**src/rtl/uart_rx_fifo.sv**
```systemverilog
// UART receiver with majority-vote oversampling, run-time frame format and a
// receive FIFO whose fill level drives rts_n flow control.
module uart_rx_fifo #(
   parameter int FIFO_DEPTH = 16,
   parameter int RTS_THRESH = 12,
   parameter int OVS        = 16,
   parameter int DIV_W      = 16
) (
   input  logic                          clk,
   input  logic                          rst,
   input  logic [DIV_W-1:0]              baud_div,
   input  logic [1:0]                    cfg_data_bits,
   input  logic [1:0]                    cfg_parity,
   input  logic                          cfg_stop2,
   input  logic                          rx,
   output logic                          rts_n,
   input  logic                          rd_en,
   output logic                          rd_valid,
   output logic [7:0]                    rd_data,
   output logic [1:0]                    rd_err,
   output logic [$clog2(FIFO_DEPTH):0]   fifo_level,
   output logic                          overrun,
   input  logic                          ovr_clr
);
   localparam int AW = $clog2(FIFO_DEPTH);
   localparam int LW = AW + 1;
   localparam int OW = $clog2(OVS);

   typedef enum logic [2:0] {S_IDLE, S_START, S_DATA, S_PARITY, S_STOP1, S_STOP2} state_t;

   state_t           r_state, w_nextState;
   logic [1:0]       r_sync;
   logic             w_rxs;
   logic [DIV_W-1:0] r_divCnt;
   logic [OW-1:0]    r_ovsCnt;
   logic             w_tick, w_resolve, w_bitEnd, w_maj;
   logic             r_s0, r_s1;
   logic [3:0]       r_nBits, r_bitCnt;
   logic             r_parEn, r_parOdd, r_stop2;
   logic [7:0]       r_shift, w_data;
   logic             r_parAcc, r_parErr, r_frameErr, w_frameErrNow, r_waitHigh;
   logic             w_push, w_doPush, w_doPop, w_full;
   logic [9:0]       w_pushWord, r_head;
   logic [9:0]       r_mem [FIFO_DEPTH];
   logic [AW-1:0]    r_wrPtr, r_rdPtr, w_rdNext;
   logic [LW-1:0]    r_level;
   logic             r_ovr, r_rtsN;

   assign w_rxs     = r_sync[1];
   assign w_tick    = (r_state != S_IDLE) && (r_divCnt == '0);
   assign w_resolve = w_tick && (r_ovsCnt == OW'(OVS/2 + 1));
   assign w_bitEnd  = w_tick && (r_ovsCnt == OW'(OVS - 1));
   assign w_maj     = (r_s0 & r_s1) | (r_s0 & w_rxs) | (r_s1 & w_rxs);

   always_ff @(posedge clk or posedge rst) begin
      if (rst) r_sync <= 2'b11;
      else     r_sync <= {r_sync[0], rx};
   end

   // Tick divider and in-bit tick counter are held at zero in IDLE so every
   // frame's sampling phase is anchored to its own start edge.
   always_ff @(posedge clk or posedge rst) begin
      if (rst) begin
         r_divCnt <= '0;
         r_ovsCnt <= '0;
         r_s0     <= 1'b1;
         r_s1     <= 1'b1;
      end else if (r_state == S_IDLE) begin
         r_divCnt <= '0;
         r_ovsCnt <= '0;
      end else begin
         r_divCnt <= (r_divCnt == '0) ? baud_div : r_divCnt - 1'b1;
         if (w_tick) begin
            r_ovsCnt <= (r_ovsCnt == OW'(OVS - 1)) ? '0 : r_ovsCnt + 1'b1;
            if (r_ovsCnt == OW'(OVS/2 - 1)) r_s0 <= w_rxs;
            if (r_ovsCnt == OW'(OVS/2))     r_s1 <= w_rxs;
         end
      end
   end

   always_ff @(posedge clk or posedge rst) begin
      if (rst) r_state <= S_IDLE;
      else     r_state <= w_nextState;
   end

   always_comb begin
      w_nextState = r_state;
      w_push      = 1'b0;
      case (r_state)
         S_IDLE:   if (!w_rxs && !r_waitHigh) w_nextState = S_START;
         S_START:  if (w_resolve && w_maj) w_nextState = S_IDLE;
                   else if (w_bitEnd)      w_nextState = S_DATA;
         S_DATA:   if (w_bitEnd && (r_bitCnt == r_nBits))
                      w_nextState = r_parEn ? S_PARITY : S_STOP1;
         S_PARITY: if (w_bitEnd) w_nextState = S_STOP1;
         S_STOP1:  if (w_resolve && !r_stop2) begin
                      w_push      = 1'b1;
                      w_nextState = S_IDLE;
                   end else if (w_bitEnd) w_nextState = S_STOP2;
         S_STOP2:  if (w_resolve) begin
                      w_push      = 1'b1;
                      w_nextState = S_IDLE;
                   end
         default:  w_nextState = S_IDLE;
      endcase
   end

   assign w_data        = r_shift >> (4'd8 - r_nBits);
   assign w_frameErrNow = r_frameErr | ~w_maj;
   assign w_pushWord    = {r_parErr, w_frameErrNow, w_data};

   // Frame datapath; a low stop bit leaves the line low, so the receiver waits
   // for an idle level before it can arm on another start edge.
   always_ff @(posedge clk or posedge rst) begin
      if (rst) begin
         r_nBits    <= 4'd8;
         r_parEn    <= 1'b0;
         r_parOdd   <= 1'b0;
         r_stop2    <= 1'b0;
         r_bitCnt   <= '0;
         r_shift    <= '0;
         r_parAcc   <= 1'b0;
         r_parErr   <= 1'b0;
         r_frameErr <= 1'b0;
         r_waitHigh <= 1'b0;
      end else begin
         if (r_state == S_IDLE && w_nextState == S_START) begin
            r_nBits    <= {2'b00, cfg_data_bits} + 4'd5;
            r_parEn    <= (cfg_parity == 2'd1) || (cfg_parity == 2'd2);
            r_parOdd   <= (cfg_parity == 2'd2);
            r_stop2    <= cfg_stop2;
            r_bitCnt   <= '0;
            r_parAcc   <= 1'b0;
            r_parErr   <= 1'b0;
            r_frameErr <= 1'b0;
         end
         if (r_state == S_DATA && w_resolve) begin
            r_shift  <= {w_maj, r_shift[7:1]};
            r_parAcc <= r_parAcc ^ w_maj;
            r_bitCnt <= r_bitCnt + 1'b1;
         end
         if (r_state == S_PARITY && w_resolve) r_parErr <= w_maj ^ r_parAcc ^ r_parOdd;
         if ((r_state == S_STOP1 || r_state == S_STOP2) && w_resolve && !w_maj) r_frameErr <= 1'b1;
         if (w_push && w_frameErrNow) r_waitHigh <= 1'b1;
         else if (w_rxs)              r_waitHigh <= 1'b0;
      end
   end

   assign w_full   = (r_level == LW'(FIFO_DEPTH));
   assign w_doPop  = rd_en && (r_level != '0);
   assign w_doPush = w_push && (!w_full || w_doPop);
   assign w_rdNext = r_rdPtr + 1'b1;

   always_ff @(posedge clk) begin
      if (w_doPush) r_mem[r_wrPtr] <= w_pushWord;
   end

   // The head is a register so it can hold the last character when empty.
   always_ff @(posedge clk or posedge rst) begin
      if (rst) begin
         r_wrPtr <= '0;
         r_rdPtr <= '0;
         r_level <= '0;
         r_head  <= '0;
         r_ovr   <= 1'b0;
         r_rtsN  <= 1'b0;
      end else begin
         if (w_doPush) r_wrPtr <= r_wrPtr + 1'b1;
         if (w_doPop)  r_rdPtr <= w_rdNext;
         case ({w_doPush, w_doPop})
            2'b10:   r_level <= r_level + 1'b1;
            2'b01:   r_level <= r_level - 1'b1;
            default: r_level <= r_level;
         endcase
         if (w_doPush && ((r_level == '0) || ((r_level == LW'(1)) && w_doPop)))
            r_head <= w_pushWord;
         else if (w_doPop && (r_level > LW'(1)))
            r_head <= r_mem[w_rdNext];
         if (w_push && !w_doPush) r_ovr <= 1'b1;
         else if (ovr_clr)        r_ovr <= 1'b0;
         r_rtsN <= (r_level >= LW'(RTS_THRESH));
      end
   end

   assign rts_n      = r_rtsN;
   assign rd_valid   = (r_level != '0);
   assign rd_data    = r_head[7:0];
   assign rd_err     = r_head[9:8];
   assign fifo_level = r_level;
   assign overrun    = r_ovr;
endmodule

```
**config.mk**
```make
export PLATFORM = sky130hd
export DESIGN_NAME = uart_rx_fifo
export DESIGN_NICKNAME = d
export VERILOG_FILES = /design/src/rtl/uart_rx_fifo.sv
export SDC_FILE = /design/constraint.sdc
export NUM_CORES = 1
export LEC_CHECK = 0
export BUFFER_PORTS_ARGS = -buffer_cell sky130_fd_sc_hd__clkbuf_2
export CORE_MARGIN = 3
export CORE_UTILIZATION = 34
export DETAILED_ROUTE_END_ITERATION = 7
export PLACE_DENSITY = 0.6
export SYNTH_ARGS = -nofsm -noshare
export SYNTH_HDL_FRONTEND = slang
export SYNTH_SLANG_ARGS = --single-unit
```
**constraint.sdc**
```tcl
create_clock -name clk -period 3.3 [get_ports clk]
set_input_delay 0.165 -clock clk [delete_from_list [all_inputs] [get_ports clk]]
set_output_delay 0.165 -clock clk [all_outputs]
set_load 0.05 [all_outputs]
```
==> flow_metrics.tcl <==
set metrics [dict create \
    diodes 0 \
    holdWs_ns -0.00307 \
    final_hold_viol_count 1 \
    period_needed_ns 2.94 \
    drive_above_1_share_pct 22.9 \
    synth_area_leader_cell "edfxtp_1" \
    final-instance-count-excl-fill 1203 \
    ys_top_cells_by_area "edfxtp_1 46%, dfrtp_1 17%, mux4_2 10%" \
    synth_cells 703 \
    die-width_um 181 \
    synthTopCellsByCount "160 x edfxtp_1, 70 x dfrtp_1, 64 x nand2_1, 47 x mux4_2, 32 x nor2_1" \
    grt_antenna_before_repair 0 \
    avgViaCountPerCell 5.15 \
    insertion_delay_ns 0.53 \
    drv_slew 0 \
    setup_ws_ns 0.356 \
    ir_drop_uv 412 \
    grt_use_total_pct 14.4 \
    cts.path.max_buffers 3 \
    synthFlopType "edfxtp_1" \
    cp_max_fo 10 \
    hpwlAfterDp_um 15800 \
    skew_ns 0.0160 \
    p_leak_nw 4.72 \
    cp-start-kind "register" \
    ys_seq_area_share_pct 64.3 \
    grt_max_degree 48 \
    grt_pass1_vias 6260 \
    syn2layout_area_growth_pct 18.4 \
    status "finished with violations" \
    final_antenna_net_count 0 \
    violations "hold timing" \
    worstSetupPathType "reg -> reg" \
    worst_pin_slew_ns 0.894 \
    initial_core_util_pct 34.8 \
    io_buffer_count 43 \
    hp-class "in -> reg" \
    overflow 0 \
    drcViolationCount 0 \
    place_congestion 0.845 \
    synth_edf_count 160 \
    dieArea_um2 32700 \
    vias 6197 \
    synth.cell_area_um2 10400 \
    drt_iter0_markers 596 \
    period_share_pct 89.2 \
    synth_most_common_cell "edfxtp_1" \
    yosysUniqueCellTypes 55 \
    fin_nets 837 \
    power.total_mw 8.52 \
    core_um2 29900 \
    synth_warnings 0 \
    power_density_nw_per_um2 692 \
    nFillCells 2696 \
    io_pins 44 \
    dpl-instance-area_um2 11200 \
    maxCapViolCount 0 \
    clock_sinks 235 \
    first_pass_iters 5 \
    max_slew_margin_pct 40.0 \
    cts_buffers 26 \
    synthArstFlopShare_pct 31.9 \
    pre_cts_ws_ns 0.371 \
    yosysTopAreaCellShare_pct 46.2 \
    grt_setup_unrepaired "no" \
    ys_ff_latch 235 \
    htree_levels 1 \
    grt_pass1_wl_um 37200 \
    endpoint_kind "register" \
    final_core_util_pct 41.2 \
    fin_setup_tns_ns 0 \
    rows 63 \
    avgSynthCellArea_um2 14.8 \
    finalWirelength_um 23900 \
    synthesis.nets 747 \
    cts-root-buf "clkbuf_16" \
    timing.fmax_mhz 340 \
    tritoncts "yes" \
    cp.required_ns 3.47 \
    wl_per_cell_um 19.9 \
    cp_data_arrival_time_ns 3.11 \
    clk_pin_slew_worst_paths_ns 0.06 \
    place_inst 1133 \
    die_h_um 181 \
    fin_area_um2 12300 \
    final-setup-viol-count 0 \
    cts_resized 0 \
]
[flip-flops by register name, summed over array words and instances (netlist names), 2 cells and up]
name / cells
r_mem: 160
r_divCnt: 16
r_head: 10
r_shift: 8
fifo_level: 5
r_bitCnt: 4
r_nBits: 4
r_ovsCnt: 4
r_rdPtr: 4
r_wrPtr: 4
r_state: 3
r_sync: 2
[routing by layer]
layer  vias to the layer above  GRT usage (%)  share of wire, %
met2                       173           23.0                47
met5                         -              0                 0
met4                         0           4.18               2.4
met1                      3116           20.9                46
li1                       2867              -                 -
met3                        41           1.79               4.2
[final cells by class]
class                           instances  area (um^2)  share of cell area, %
Clock inverter                         17          189                   1.53
Sequential cell                       235         6690                   54.3
Multi-Input combinational cell        420         3520                   28.6
Clock buffer                           31          711                   5.77
Timing Repair Buffer                   91          643                   5.22
Inverter                               19         72.6                  0.589
Tap cell                              390          488                   3.96
[layout by cell type, fill, tap and decap left out, drive strengths merged, types with 7 or more instances in the layout]
master       count
a211oi          14
a21oi           17
and2            16
and3            13
buf             26
clkbuf          74
clkinv          11
dfrtp           70
dlygate4sd3     22
edfxtp         160
ha              18
inv             19
mux2             9
mux2i            9
mux4            47
nand2           64
nand2b           8
nand3           15
nand4            7
nor2            32
nor3            16
nor4             8
o21ai           23
or3              7
xnor2           18
xor2            20
[worst max-delay path, cell delays in order (launching register included)]
cell and delay [ns]:
dfrtp_1 0.44, or4_4 0.60, nor4_4 0.39, and3_1 0.38
nor3b_2 0.32, and2_1 0.46
[path summary, 6_finish.rpt]
check                         startpoint           to  slack, ns  cells past startpoint
setup / recovery             r_divCnt[3]  r_mem[0][6]       0.36                      5
hold / removal             cfg_parity[1]      r_parEn     -0.003                      3
setup reg to reg             r_divCnt[3]  r_mem[0][6]       0.36                      5
hold reg to reg                r_sync[0]    r_sync[1]       0.36                      0
max in group asynchronous            rst   r_rdPtr[0]       2.45                      4
min in group asynchronous            rst  r_divCnt[9]       0.26                      4
[report_power, final]
part | switching (mW) | leakage [nW] | internal [mW]
registers | 0.224 | 2.55 | 3.31
clock network | 1.15 | 0.437 | 1.84
logic | 1.18 | 1.73 | 0.814
[cell families after synthesis]
family | Yosys count | synth area share [%]
DFF | 235 | 64.3
and+or+nand+nor | 210 | 10.8
AOI/OAI and AO/OA | 88 | 5.58
muxes | 65 | 12.0
buffers and inverters | 48 | 1.87
xor gates and xnor gates | 38 | 3.20
adders and majority gates | 19 | 2.26
[what timing repair did]
action | in CTS | in global routing
endpoints found under the hold margin | 96 | 0
buffers inserted | 0 | 0
hold buffers | 22 | 0
No activity file was read; power rests on OpenSTA's default activity.
